**src/rtl/dvp_pattern_tx_if.sv**
```systemverilog
// DVP sensor-side byte bus: frame sync, line valid and one pixel byte per clock.
interface dvp_pattern_tx_if;
  logic       vsync;
  logic       href;
  logic [7:0] d;

  modport master (output vsync, href, d);
  modport slave  (input  vsync, href, d);
endinterface

```
**src/rtl/dvp_pattern_tx.sv**
```systemverilog
// Synthetic OV5640-style DVP source emitting RGB565 test patterns, two bytes per pixel.
// Optional DVP_TX_FRAME_MARK_EN: pixel (0,0) of each frame carries frame_cnt.
module dvp_pattern_tx #(
  parameter int   H_ACTIVE  = 640,
  parameter int   V_ACTIVE  = 480,
  parameter int   H_BLANK   = 160,
  parameter int   VSYNC_LEN = 4,
  parameter int   V_BACK    = 16,
  parameter int   V_FRONT   = 4,
  parameter logic VS_POL    = 1'b1
) (
  input  logic             clk,
  input  logic             rst,
  input  logic             enable,
  input  logic [1:0]       pattern_sel,
  dvp_pattern_tx_if.master dvp,
  output logic [15:0]      frame_cnt,
  output logic             frame_done,
  output logic             busy
);
  localparam int LINE = 2*H_ACTIVE + H_BLANK;

  localparam logic [2:0] S_IDLE   = 3'd0;
  localparam logic [2:0] S_VSYNC  = 3'd1;
  localparam logic [2:0] S_VBACK  = 3'd2;
  localparam logic [2:0] S_ACTIVE = 3'd3;
  localparam logic [2:0] S_VFRONT = 3'd4;

  localparam logic [2:0]  S_AFTER_VS = (V_BACK > 0) ? S_VBACK : S_ACTIVE;
  localparam logic [2:0]  S_LAST     = (V_FRONT > 0) ? S_VFRONT : S_ACTIVE;
  localparam logic [15:0] LAST_LINE  = (V_FRONT > 0) ? 16'(V_FRONT - 1) : 16'(V_ACTIVE - 1);
  localparam logic [15:0] LINE_M1    = 16'(LINE - 1);
  localparam logic [15:0] HREF_END   = 16'(2*H_ACTIVE);
  localparam logic [15:0] BAR_M1     = 16'(H_ACTIVE/8 - 1);

  logic [2:0]  state_q, state_d;
  logic [15:0] hcnt_q, hcnt_d, lcnt_q, lcnt_d, end_line;
  logic [1:0]  pat_q, pat_d;
  logic [2:0]  bar_q, bar_d;
  logic [15:0] bpx_q, bpx_d;
  logic [15:0] frame_cnt_q, frame_cnt_d, pix;
  logic        vsync_q, vsync_d, href_q, href_d, done_q, done_d, busy_q, busy_d;
  logic [7:0]  byte_q, byte_d;

  function automatic logic [15:0] bar_rgb(input logic [2:0] b);
    case (b)
      3'd0:    bar_rgb = 16'hFFFF;
      3'd1:    bar_rgb = 16'hFFE0;
      3'd2:    bar_rgb = 16'h07FF;
      3'd3:    bar_rgb = 16'h07E0;
      3'd4:    bar_rgb = 16'hF81F;
      3'd5:    bar_rgb = 16'hF800;
      3'd6:    bar_rgb = 16'h001F;
      default: bar_rgb = 16'h0000;
    endcase
  endfunction

  always_comb begin
    case (state_q)
      S_VSYNC:  end_line = 16'(VSYNC_LEN - 1);
      S_VBACK:  end_line = 16'(V_BACK - 1);
      S_ACTIVE: end_line = 16'(V_ACTIVE - 1);
      default:  end_line = 16'(V_FRONT - 1);
    endcase
  end

  always_comb begin
    state_d = state_q;
    hcnt_d  = hcnt_q;
    lcnt_d  = lcnt_q;
    pat_d   = pat_q;
    if (state_q == S_IDLE) begin
      hcnt_d = '0;
      lcnt_d = '0;
      if (enable) state_d = S_VSYNC;
    end else if (hcnt_q != LINE_M1) begin
      hcnt_d = hcnt_q + 16'd1;
    end else begin
      hcnt_d = '0;
      if (lcnt_q != end_line) begin
        lcnt_d = lcnt_q + 16'd1;
      end else begin
        lcnt_d = '0;
        case (state_q)
          S_VSYNC:  state_d = S_AFTER_VS;
          S_VBACK:  state_d = S_ACTIVE;
          S_ACTIVE: state_d = (V_FRONT > 0) ? S_VFRONT : (enable ? S_VSYNC : S_IDLE);
          default:  state_d = enable ? S_VSYNC : S_IDLE;
        endcase
      end
    end
    if (state_d == S_VSYNC && state_q != S_VSYNC) pat_d = pattern_sel;
  end

  // Outputs are derived from next-state values so they line up with the state register.
  always_comb begin
    done_d      = (state_d == S_LAST) && (lcnt_d == LAST_LINE) && (hcnt_d == LINE_M1);
    frame_cnt_d = frame_cnt_q + {15'd0, done_d};
    vsync_d     = (state_d == S_VSYNC) ? VS_POL : ~VS_POL;
    busy_d      = (state_d != S_IDLE);

    // Bar index advances every H_ACTIVE/8 pixels, avoiding a divider on x.
    bar_d = bar_q;
    bpx_d = bpx_q;
    if (hcnt_d == '0) begin
      bar_d = '0;
      bpx_d = '0;
    end else if (!hcnt_d[0]) begin
      if (bpx_q == BAR_M1) begin
        bar_d = bar_q + 3'd1;
        bpx_d = '0;
      end else begin
        bpx_d = bpx_q + 16'd1;
      end
    end

    case (pat_d)
      2'd0:    pix = bar_rgb(bar_d);
      2'd1:    pix = {hcnt_d[8:4], hcnt_d[8:3], hcnt_d[8:4]};
      2'd2:    pix = (hcnt_d[4] ^ lcnt_d[3]) ? 16'hFFFF : 16'h0000;
      default: pix = {frame_cnt_d[4:0], 6'b0, ~frame_cnt_d[4:0]};
    endcase
`ifdef DVP_TX_FRAME_MARK_EN
    if (state_d == S_ACTIVE && lcnt_d == '0 && hcnt_d[15:1] == '0) pix = frame_cnt_d;
`endif
    href_d = (state_d == S_ACTIVE) && (hcnt_d < HREF_END);
    byte_d = !href_d ? 8'h00 : (hcnt_d[0] ? pix[7:0] : pix[15:8]);
  end

  always_ff @(posedge clk) begin
    if (rst) begin
      state_q     <= S_IDLE;
      hcnt_q      <= '0;
      lcnt_q      <= '0;
      pat_q       <= '0;
      bar_q       <= '0;
      bpx_q       <= '0;
      frame_cnt_q <= '0;
      vsync_q     <= ~VS_POL;
      href_q      <= 1'b0;
      byte_q      <= '0;
      done_q      <= 1'b0;
      busy_q      <= 1'b0;
    end else begin
      state_q     <= state_d;
      hcnt_q      <= hcnt_d;
      lcnt_q      <= lcnt_d;
      pat_q       <= pat_d;
      bar_q       <= bar_d;
      bpx_q       <= bpx_d;
      frame_cnt_q <= frame_cnt_d;
      vsync_q     <= vsync_d;
      href_q      <= href_d;
      byte_q      <= byte_d;
      done_q      <= done_d;
      busy_q      <= busy_d;
    end
  end

  assign dvp.vsync  = vsync_q;
  assign dvp.href   = href_q;
  assign dvp.d      = byte_q;
  assign frame_cnt  = frame_cnt_q;
  assign frame_done = done_q;
  assign busy       = busy_q;
endmodule
```
**src/flat_wrapper.sv**
```systemverilog
// flat-port wrapper written by rule: the top's interface ports become plain ports
module dvp_pattern_tx_flat 
#(
  parameter int   H_ACTIVE  = 640,
  parameter int   V_ACTIVE  = 480,
  parameter int   H_BLANK   = 160,
  parameter int   VSYNC_LEN = 4,
  parameter int   V_BACK    = 16,
  parameter int   V_FRONT   = 4,
  parameter logic VS_POL    = 1'b1
)
  (clk, rst, enable, pattern_sel, frame_cnt, frame_done, busy, dvp_vsync, dvp_href, dvp_d);
  dvp_pattern_tx_if dvp_i ();
  input  logic clk;
  input  logic rst;
  input  logic enable;
  input  logic [1:0] pattern_sel;
  output logic [15:0] frame_cnt;
  output logic frame_done;
  output logic busy;
  output wire logic [$bits(dvp_i.vsync)-1:0] dvp_vsync;
  output wire logic [$bits(dvp_i.href)-1:0] dvp_href;
  output wire logic [$bits(dvp_i.d)-1:0] dvp_d;
  assign dvp_vsync = dvp_i.vsync;
  assign dvp_href = dvp_i.href;
  assign dvp_d = dvp_i.d;
  dvp_pattern_tx #(.H_ACTIVE(H_ACTIVE), .V_ACTIVE(V_ACTIVE), .H_BLANK(H_BLANK), .VSYNC_LEN(VSYNC_LEN), .V_BACK(V_BACK), .V_FRONT(V_FRONT), .VS_POL(VS_POL)) u_core (.clk(clk), .rst(rst), .enable(enable), .pattern_sel(pattern_sel), .dvp(dvp_i), .frame_cnt(frame_cnt), .frame_done(frame_done), .busy(busy));
endmodule
```
**config.mk**
```make
export PLATFORM = sky130hd
export DESIGN_NAME = dvp_pattern_tx_flat
export DESIGN_NICKNAME = d
export VERILOG_FILES = /design/src/rtl/dvp_pattern_tx_if.sv /design/src/rtl/dvp_pattern_tx.sv /design/src/flat_wrapper.sv
export SDC_FILE = /design/constraint.sdc
export NUM_CORES = 1
export LEC_CHECK = 0
export BUFFER_PORTS_ARGS = -buffer_cell sky130_fd_sc_hd__buf_2
export CAP_MARGIN = 5
export CORE_MARGIN = 2
export CORE_UTILIZATION = 55
export DETAILED_ROUTE_END_ITERATION = 6
export PLACE_DENSITY_LB_ADDON = 0.15
export SETUP_SLACK_MARGIN = 0.1
export SLEW_MARGIN = 10
export SYNTH_ARGS = -nofsm -noshare
export SYNTH_HDL_FRONTEND = slang
export SYNTH_SLANG_ARGS = --single-unit
```
**constraint.sdc**
```tcl
create_clock -name clk -period 6.8 [get_ports clk]
set_clock_uncertainty 0.2 [all_clocks]
set_input_delay 1.36 -clock clk [delete_from_list [all_inputs] [get_ports clk]]
set_output_delay 1.36 -clock clk [all_outputs]
set_load 0.01 [all_outputs]
```
# After elaboration in Yosys (flattened, before gate mapping)
# Index checks and enable logic that the tools add are counted.
# word_totals
reg_bits	84
latchBits	0
mem_bits_rw	0
rom_bits	0
inputBits	5
out_inout_bits	28
word_cells	74
mem_count	0
# classes
addsub	5
n_mul	0
n_div	0
n_lt_le_gt_ge	1
eq_ne	20
shift	0
muxes	22
bitwise_logic	3
reduce_logical	11
# op_table
operator	count
16-bit two-way mux	7
16-bit one-hot mux with 7 select lines	1
16-bit by 1-bit adder with 16-bit output, second input constant	3
16-bit one-hot mux with 3 select lines	1
3-bit two-way mux	7
9-bit one-hot mux with 2 select lines	1
16-bit by 1-bit adder with 16-bit output	1
16-bit by 11-bit == test with 1-bit output, second input constant	1
16-bit by 2-bit == test with 1-bit output, second input constant	1
16-bit by 7-bit == test with 1-bit output, second input constant	1
16-bit zero test	1
16-bit by 11-bit less-than comparator with 1-bit output, second input constant	1
16-bit by 11-bit != test with 1-bit output, second input constant	1
16-bit by 9-bit != test with 1-bit output	1
3-bit by 2-bit == test with 1-bit output, second input constant	5
3-bit == test, second input constant	4
3-bit by 1-bit == test with 1-bit output, second input constant	3
3-bit one-hot mux with 3 select lines	1
8-bit two-way mux	1
3-bit zero test	2
5-bit NOT	1
1-bit logical AND	4
2-bit OR reduction	2
3-bit by 1-bit adder with 3-bit output, second input constant	1
9 further kinds	10

# Longest topological paths before layout
# Gate-level depths: netlist of run 1.
# logic_depth
word_depth	13
depth_mapped	19
mapped_depth_nobuf	17

# Worst setup path before layout of run 1
# No wires, ideal clock.
# synth_timing
path_kind	reg-to-reg
start	register u_core.hcnt_q[0]
end	register u_core.byte_q[2] (netlist: u_core.dvp.d[2])
setup_ns	0.115
t_arrival_ns	4.083
t_required_ns	6.485
slack_ns	2.401
path_stages_with_launch	18
path_buffers	1
period_less_slack_ns	4.399
cell_sequence	dfxtp_1 > ha_1 > and4_1 > nand4_1 > or2_2 > clkbuf_1 > nor3_1 > mux2i_1 > a31oi_1 > nor4_1 > nor2_1 > nor3_1 > ha_1 > ha_1 > xor2_1 > nor2_2 > or4_1 > and3_1
# synth_between
elab_chain_len	10
elab_cells_between_ends	41
cone_classes	2 x add/sub; 1 x order compare; 14 x eq/ne; 13 x mux; 3 x bitwise; 8 x reduce/logical
# synth_lines
element	line	text
from (decl)	dvp_pattern_tx.sv:37	logic [15:0] hcnt_q, hcnt_d, lcnt_q, lcnt_d, end_line;
from (signal assigned)	dvp_pattern_tx.sv:146	hcnt_q <= hcnt_d;
branches (longest 5 deep; another with 16-bit by 1-bit adder with 16-bit output)	--	
1-bit logical AND (*)	dvp_pattern_tx.sv:97	done_d = (state_d == S_LAST) && (lcnt_d == LAST_LINE) && (hcnt_d == LINE_M1);
net u_core.done_d	dvp_pattern_tx.sv:42	logic vsync_q, vsync_d, href_q, href_d, done_q, done_d, busy_q, busy_d;
16-bit by 1-bit adder with 16-bit output (*)	dvp_pattern_tx.sv:98	frame_cnt_d = frame_cnt_q + {15'd0, done_d};
5-bit NOT (*)	dvp_pattern_tx.sv:121	default: pix = {frame_cnt_d[4:0], 6'b0, ~frame_cnt_d[4:0]};
16-bit one-hot mux with 3 select lines (*)	dvp_pattern_tx.sv:117	case (pat_d)
8-bit two-way mux (*)	dvp_pattern_tx.sv:127	byte_d = !href_d ? 8'h00 : (hcnt_d[0] ? pix[7:0] : pix[15:8]);
to (signal assigned)	dvp_pattern_tx.sv:154	byte_q <= byte_d;
to (decl)	dvp_pattern_tx.sv:43	logic [7:0] byte_q, byte_d;
# Mark *: on every way through the listed nets, which the timed path passes.
# A chain may end at the register's enable or synchronous reset.

# Final worst setup path of run 1
# Ends and elaborated chain as after synthesis.

==> out/metrics.cfg, run 1 <==
[outcome]
outcome=complete, no violations

[clocking]
clockBufferDepth=2
clock_latency_ps=360
post_cts_buffers=0
cts_sinks=84
h-tree-depth=3
cts_made_buffers=9
path_clk_slew_ps=90
root_buffer=clkbuf_8
postCtsHoldBufs=0
post_cts_resize_count=0
cts_tree=yes

[synth]
synthFlopType=dfxtp_1
synth_warnings=0
synth_cell_types=65
synth_seq_cells=84
async_flop_share_pct=0
synthesis.nets=561
synth_area_mm2=0.00453
synth_edf_count=0
synth.avg_cell_area_um2=8.24
postSynthCellCount=550
yosys-top-cells-area=dfxtp_1 (37%), nor2_1 (7.7%), xor2_1 (7.1%)
synth_common_cells=nor2_1 (93), dfxtp_1 (84), nand2_1 (41)
yosysTopAreaCell=dfxtp_1
yosysSeqAreaShare_pct=37.1
yosysTopAreaCellShare_pct=37.1
synth.most_common_cell=nor2_1

[detailed_routing]
antenna_left=0
first_iter_violations=220
post-route-drc-count=0
first_pass_iters=4
vias_per_cell=5.80
wl_per_cell_um=15.0
wirelength_mm=10.1
num_vias=3898

[global_route]
antenna_found_initial=0
grtUsageTotal_pct=23.5
overflow=0
grt_pass1_wl_mm=16.7
grt_max_degree=36
first_global_vias=3588

[sta]
slew_violations=0
period_minus_slack_ps=5220
tightest_slew_ps=837
finalSetupViolCount=0
maxSlewHeadroom_pct=43.8
rsz0062_at_grt=no
timing.fmax_mhz=191
hold_ws_ps=308
final-hold-violation-count=0
min_period_over_period_pct=76.8
setup_tns_ps=0

[power]
p_leak_nw=1.79
p_comb_share_pct=5.6
swShare_pct=24.4
p_int_mw=0.682
clockPowerShare_pct=39.1
p_per_area_mw_per_mm2=185
switchingPower_mw=0.219
p_seq_share_pct=55.3
ir_drop_mv=0.0909

[worst_setup_path]
end_kind=register
r2r_end=u_core.dvp.d[2]$_SDFF_PP0_
critical_path_required_ps=6860
cp.arrival_ps=5280
cp-start-kind=register
ff2ff_setup_slack_ps=1580
cp_common_cell=ha_1
r2r_cells=16
critical_path.cell_chain=ha_1, and4_1, nand4_1, or2_2, nor3_1, mux2i_1, a31oi_1, nor4_1, nor2_1, nor3_1, ha_1, ha_1, xor2_1, nor2_2, or4_1, and3_1
slowest_delay_ps=450
cpMaxStageDelayCell=dfxtp_1
r2r_start=u_core.hcnt_q[0]$_SDFF_PP0_
crit_type=reg -> reg
crit_path_start=u_core.hcnt_q[0]$_SDFF_PP0_
crit_fanout=8

[hold_path]
whs_path_depth=2
min_path_type=reg -> reg
worstHoldStart=u_core.lcnt_q[1]$_SDFF_PP0_
worstHoldEndpoint=u_core.lcnt_q[1]$_SDFF_PP0_

[die]
num_rows=33
io_pins=33
fp.dieH_um=94.8
die_x_um=94.8
start_util_pct=56.0
dieArea_mm2=0.00898
core-area_mm2=0.00809

[job]
drv_cap=0

[placement]
port_buffers=32
gp_congestion=0.922
hpwl_mm=7.44

[finish]
drive_gt1_share_pct=11.3
num-nets-final=573
syn2layout_area_growth_pct=7.67
insertedDiodeCount=0
fillCellCount=757

==> metrics by stage <==
stage	cells	total power, mW	instance area [µm²]	setup WS, ps	util, %
finish	672	0.901	4880	1580	60.3
floorplan	550	0.547	4530	2400	-
global placement	656	0.560	4690	1900	57.9
detailed placement	656	0.560	4690	1800	57.9
global route	672	0.937	4880	1140	60.3
CTS	672	0.907	4880	1730	60.3
==> how the worst max path moves through the flow <==
stage / end / slack, ps / depth (start not counted)
5_1_grt: u_core.dvp.d[2]$_SDFF_PP0_ / 1140 / 16
4_1_cts: u_core.dvp.d[2]$_SDFF_PP0_ / 1730 / 16
6_report: u_core.dvp.d[2]$_SDFF_PP0_ / 1580 / 16
3_3_place_gp: u_core.dvp.d[2]$_SDFF_PP0_ / 1900 / 16
3_5_place_dp: u_core.dvp.d[2]$_SDFF_PP0_ / 1800 / 16
2_1_floorplan: u_core.dvp.d[2]$_SDFF_PP0_ / 2400 / 17
==> critical path: cells and delay by family, from the launching register on <==
kind | cells | cell delay, ps
xor+xnor | 1 | 240
mux | 1 | 240
fa+ha+maj | 3 | 940
simple gates | 10 | 2970
compound gates | 1 | 100
flops | 1 | 450
==> area by class of cell <==
type	instances	area [µm²]	share of cell area (%)
Timing Repair Buffer	33	168	3.44
Tap cell	105	131	2.69
Multi-Input combinational cell	431	2700	55.2
Clock inverter	6	65.1	1.33
Sequential cell	84	1680	34.5
Clock buffer	10	128	2.61
Inverter	3	11.3	0.231
==> power by group through the flow <==
stage	logic, mW	clock network (mW)	registers [mW]
6_report	0.0506	0.352	0.498
5_1_grt	0.0560	0.382	0.499
4_1_cts	0.0509	0.358	0.498
3_5_place_dp	0.0507	0	0.510
3_3_place_gp	0.0504	0	0.510
2_1_floorplan	0.0385	0	0.509
==> placed cells by master, fill, tap and decap left out, types with 4 or more instances in the layout <==
cell type	netlist	routed
nor2_1	93	93
dfxtp_1	84	84
nand2_1	41	41
xor2_1	37	37
buf_2	6	32
xnor2_1	27	27
nand3_1	23	23
nor3_1	19	19
nand4_1	19	19
and3_1	18	18
a21oi_1	15	15
o21ai_0	11	11
nor4_1	10	10
nor2b_1	10	10
or3_1	9	9
clkbuf_8	0	9
mux2i_1	8	8
and2_1	6	6
nand3b_1	6	6
ha_1	6	6
and4_1	5	5
nor3b_1	5	5
a31oi_1	4	4
or4_1	4	4
==> flip-flops by register name, indices dropped and copies added, names as in the netlist, 2 cells and up <==
| signal | flops |
|---|---|
| u_core.lcnt_q | 16 |
| u_core.bpx_q | 16 |
| u_core.pat_q | 2 |
| u_core.frame_cnt | 16 |
| u_core.dvp.d | 8 |
| u_core.hcnt_q | 16 |
| u_core.state_q | 3 |
| u_core.bar_q | 3 |
==> logic make-up (layout without fill, tap and decap cells) <==
| group | count (synthesis) | in the layout | synth area share [%] |
|---|---|---|---|
| adder cells (fa/ha/maj) | 6 | 6 | 1.66 |
| multiplexers | 10 | 10 | 2.35 |
| flip-flops | 84 | 84 | 37.1 |
| AND/OR/NAND/NOR | 287 | 287 | 33.3 |
| buffers and inverters | 35 | 52 | 3.42 |
| AO/OA/AOI/OAI | 64 | 64 | 9.77 |
| XOR/XNOR | 64 | 64 | 12.4 |
==> metal layers <==
metal / share of wire [%] / vias to the layer above / global-route usage, %
met2: 49 / 89 / 40.7
met3: 4.2 / 15 / 3.59
met4: 1.8 / 0 / 10.0
li1: - / 1959 / -
met1: 45 / 1835 / 29.0
met5: 0 / - / 0
(Power assumes the default switching activity.)
==> run 2, diff against run 1 <==
- clock period: 6.8 -> 4.5 ns (I/O delays scaled with it)
==> run 2 against run 1 <==
Effect of this change: non-clock buffer count grew 18; maximum frequency is 25% higher; combinational power increased by 53%; largest cell class unchanged; sequential share of layout area decreased by 1.3 points; critical path type unchanged; worst hold slack worse by 12 ps; global-route usage is 0.63 points higher; critical path depth up 1; utilization grew 2.6 points; wire length up 2.6%; cell count increased by 2.7%; via count rose by 2.2%.
==> out/metrics.cfg, run 2 (same netlist as run 1, synthesis figures left out) <==
[finish]
final_common_cell=nor2_1
instances_no_fill=690
num-nets-final=591
insertedDiodeCount=0
syn2layout_area_growth_pct=12.3
drive_gt1_share_pct=16.4
final_area_mm2=0.00509
final_cell_mix=nor2_1 (91), dfxtp_1 (82), nand2_1 (41), xor2_1 (36), buf_2 (32)

[detailed_routing]
vias_per_cell=5.77
first_pass_iters=5
first_iter_violations=144
post-route-drc-count=0
wirelength_mm=10.4
num_vias=3982
antenna_left=0
wl_per_cell_um=15.0

[sta]
final-hold-violation-count=0
slew_violations=0
rsz0062_at_grt=no
timing.fmax_mhz=240
maxSlewHeadroom_pct=55.2
min_period_over_period_pct=92.6
finalSetupViolCount=0
worst_slack_ps=331
setup_tns_ps=0
tightest_slew_ps=663
period_minus_slack_ps=4170

[die]
io_pins=33
die_x_um=94.8
core-area_mm2=0.00809
fp.dieH_um=94.8
num_rows=33
start_util_pct=56.0
dieArea_mm2=0.00898

[clocking]
cts_sinks=84
cts_tree=yes
clockBufferDepth=2
root_buffer=clkbuf_8
h-tree-depth=3
clock_latency_ps=360
path_clk_slew_ps=90
cts_made_buffers=9
postCtsHoldBufs=0

[placement]
pre_cts_slack_ps=34.2
placed_cells_incl_taps=673
placed_area_mm2=0.00482
gp_congestion=0.968
port_buffers=32
hpwl_mm=7.70

[power]
ir_drop_mv=0.156
p_per_area_mw_per_mm2=272
p_leak_nw=1.89

[job]
drv_cap=0

[global_route]
first_global_vias=3629
antenna_found_initial=1
overflow=0
grt_max_degree=36
grtUsageTotal_pct=24.2
grt_pass1_wl_mm=17.0

[hold_path]
min_path_type=reg -> reg

[worst_setup_path]
crit_type=reg -> reg
critical_path_required_ps=4560
cp-start-kind=register
crit_fanout=8
end_kind=register
cp.arrival_ps=4230

[outcome]
outcome=complete, no violations

[run 2: cell types whose count changed in the layout (fill, tap and decap cells not counted), sizes merged]
cell and change:
buf +18, clkinv -2, clkbuf +1, inv +1
[run 2: stage by stage]
stage	util, %	total power, mW	hold slack, ps
6_report	62.9	1.39	296
5_1_grt	62.9	1.44	346
4_1_cts	62.1	1.40	297
3_5_place_dp	59.5	0.847	286
3_3_place_gp	59.5	0.847	273
2_1_floorplan	-	0.827	266
[run 2: where the power goes]
group	internal, mW	switching (mW)	total [mW]
Combinational	0.0278	0.0497	0.0775
Clock	0.274	0.283	0.557
Sequential	0.747	0.00622	0.753
Total	1.05	0.338	1.39
[run 2: what timing repair did]
item | CTS | global route
setup buffers | 0 | 1
gates resized for setup | 2 | 14
pin swaps | 0 | 5
endpoints found under the setup margin | 1 | 2
[run 2: final cells by class]
type,count,area [µm²]
Multi-Input combinational cell,431,2760
Clock inverter,5,60.1
Clock buffer,11,141
Fill cell,751,3000
Timing Repair Buffer,51,303
Inverter,3,11.3
Tap cell,105,131
Sequential cell,84,1690
[run 2: per-layer routing]
metal  global-route usage, %  routed length [µm]  up-vias
met1                    29.0                4520     1870
met3                    3.83                 417       21
li1                        -                   -     2000
met5                       0                   0        -
met2                    42.4                5190       91
met4                    10.5                 244        0
[run 2: path summary, 6_finish.rpt]
kind,start,to,slack [ps],cells past startpoint
worst min register to register,u_core.frame_cnt[12]$_SDFF_PP0_,u_core.frame_cnt[12]$_SDFF_PP0_,300,2
worst min-delay path,u_core.frame_cnt[12]$_SDFF_PP0_,u_core.frame_cnt[12]$_SDFF_PP0_,300,2
worst max register to register,u_core.hcnt_q[0]$_SDFF_PP0_,u_core.dvp.d[2]$_SDFF_PP0_,330,17
worst max-delay path,u_core.hcnt_q[0]$_SDFF_PP0_,u_core.dvp.d[2]$_SDFF_PP0_,330,17
[run 2: critical path, cell delays in order, from the launching register on]
cell and delay (ps):
dfxtp_4 390, ha_1 180, and4_4 250, nand4_1 130
or2_2 350, buf_4 170, nor2_1 120, xnor2_1 150
nand4_1 150, nor4_2 280, nor2_1 110, nor3_2 260
ha_2 260, ha_4 170, xor2_2 200, nor2_2 60
or4_1 450, and3_1 180
==> run 3, diff against run 2 <==
--- a/config.mk
+++ b/config.mk
@@ -9,4 +9,6 @@
 export CAP_MARGIN = 5
+export CELL_PAD_IN_SITES_DETAIL_PLACEMENT = 1
+export CELL_PAD_IN_SITES_GLOBAL_PLACEMENT = 1
 export CORE_MARGIN = 2
-export CORE_UTILIZATION = 55
+export CORE_UTILIZATION = 41
 export DETAILED_ROUTE_END_ITERATION = 6
==> constraint.sdc (replaced) <==
create_clock -name clk -period 4.5 [get_ports clk]
set_clock_uncertainty 0.2 [all_clocks]
set_input_delay 0.225 -clock clk [delete_from_list [all_inputs] [get_ports clk]]
set_output_delay 0.225 -clock clk [all_outputs]
set_load 0.01 [all_outputs]
==> run 3 against run 2 <==
Effect of this change: total power is 3.0% lower; clock-buffer cell count is 2 higher; die area increased by 33%; final area is 1.7% higher; critical path type unchanged.
==> out/metrics.cfg, run 3 (same netlist as run 1, synthesis figures left out) <==
[finish]
fillCellCount=1328
instances_no_fill=731
final_cell_mix=nor2_1 (92), dfxtp_1 (83), nand2_1 (41), xor2_1 (34), buf_2 (32)
drive_gt1_share_pct=16.9
num-nets-final=597
fin_util_pct=48.0
final_area_mm2=0.00518
insertedDiodeCount=0
final_common_cell=nor2_1
syn2layout_area_growth_pct=14.3

[global_route]
first_global_vias=3973
overflow=0
grtUsageTotal_pct=21.3
grt_max_degree=36
antenna_found_initial=0
grt_pass1_wl_mm=19.6

[detailed_routing]
post-route-drc-count=0
wirelength_mm=12.2
num_vias=4032
wl_per_cell_um=16.7
first_pass_iters=4
vias_per_cell=5.52
first_iter_violations=140
antenna_left=0

[sta]
rsz0062_at_grt=yes
finalSetupViolCount=0
timing.fmax_mhz=241
tightest_slew_ps=818
hold_ws_ps=25.9
final-hold-violation-count=0
maxSlewHeadroom_pct=44.7
period_minus_slack_ps=4150
worst_slack_ps=348
setup_tns_ps=0
slew_violations=0
min_period_over_period_pct=92.3

[placement]
gp_congestion=0.808
placed_cells_incl_taps=712
pre_cts_slack_ps=26.5
port_buffers=32
placed_area_mm2=0.00489
hpwl_mm=9.20

[hold_path]
worstHoldStart=pattern_sel[1]
min_path_type=in -> reg
worstHoldEndpoint=u_core.pat_q[1]$_SDFF_PP0_
whs_path_depth=3

[power]
power_mw=1.34
p_leak_nw=1.91
ir_drop_mv=0.166
p_per_area_mw_per_mm2=260

[clocking]
cts_sinks=84
path_clk_slew_ps=80
h-tree-depth=3
cts_tree=yes
clockBufferDepth=2
cts_made_buffers=9
clock_latency_ps=370
root_buffer=clkbuf_8

[worst_setup_path]
r2r_start=u_core.hcnt_q[1]$_SDFF_PP0_
cp.arrival_ps=4220
crit_type=reg -> reg
end_kind=register
ff2ff_setup_slack_ps=350
crit_fanout=5
cp-start-kind=register
r2r_cells=15
critical_path_required_ps=4570
r2r_end=u_core.dvp.d[2]$_SDFF_PP0_

[die]
num_rows=38
start_util_pct=42.0
dieArea_mm2=0.0119
die_x_um=109
core-area_mm2=0.0108
io_pins=33
fp.dieH_um=109

[outcome]
outcome=complete, no violations

[job]
drv_cap=0

## run 3: cell count changes in the layout (fill, tap and decap cells not counted), moves of 2 or more
cell,before,now
buf_4,19,23
dlygate4sd3_1,0,2
xor2_1,36,34
nor4_1,8,6
xor2_2,1,3
## run 3: worst max-delay path, cell delays in order (launching register included)
cell and delay [ps]:
dfxtp_1 380, ha_1 190, buf_4 150, nand3_1 90
xor2_1 170, or2_2 310, or4_1 580, nor4_4 290
nand4_1 190, nor3_2 180, ha_2 240, ha_2 240
xor2_2 170, nor2_2 50, or4_1 450, and3_1 180
## run 3: what timing repair did
action | 4_1_cts | 5_1_grt
setup endpoints to repair | 2 | 4
hold buffers | 2 | 0
gates resized for setup | 2 | 14
hold endpoints to repair | 2 | 0
pin swaps | 0 | 6
buffers inserted | 0 | 1
## run 3: worst max-delay path by stage
stage | startpoint | endpoint | slack (ps) | depth (start not counted)
global route | u_core.hcnt_q[1]$_SDFF_PP0_ | u_core.dvp.d[2]$_SDFF_PP0_ | 80 | 17
floorplan | u_core.hcnt_q[0]$_SDFF_PP0_ | u_core.dvp.d[2]$_SDFF_PP0_ | 100 | 17
CTS | u_core.hcnt_q[1]$_SDFF_PP0_ | u_core.dvp.d[2]$_SDFF_PP0_ | 120 | 15
global placement | u_core.hcnt_q[1]$_SDFF_PP0_ | u_core.dvp.d[2]$_SDFF_PP0_ | 170 | 16
finish | u_core.hcnt_q[1]$_SDFF_PP0_ | u_core.dvp.d[2]$_SDFF_PP0_ | 350 | 15
detailed placement | u_core.hcnt_q[1]$_SDFF_PP0_ | u_core.dvp.d[2]$_SDFF_PP0_ | 30 | 16
## run 3: per-layer routing
layer | GRT usage (%) | up-vias | part of all wire, %
met2 | 37.9 | 40 | 51
met5 | 0 | - | 0
li1 | - | 2005 | -
met4 | 7.14 | 0 | 1.2
met3 | 4.30 | 9 | 2.3
met1 | 25.4 | 1978 | 46
## run 3: power by group
| group | switching (mW) | internal, mW |
|---|---|---|
| registers | 0.00618 | 0.747 |
| logic | 0.0529 | 0.0296 |
| clock network | 0.278 | 0.231 |
## run 3: cell type report
cell class,instances,area (µm²),area share (%)
multi-input combinational,431,2780,53.6
inverter,3,11.3,0.217
sequential,84,1680,32.5
clock buffer,13,159,3.07
timing repair buffer,57,353,6.81
clock inverter,3,21.3,0.411
tap,140,175,3.38
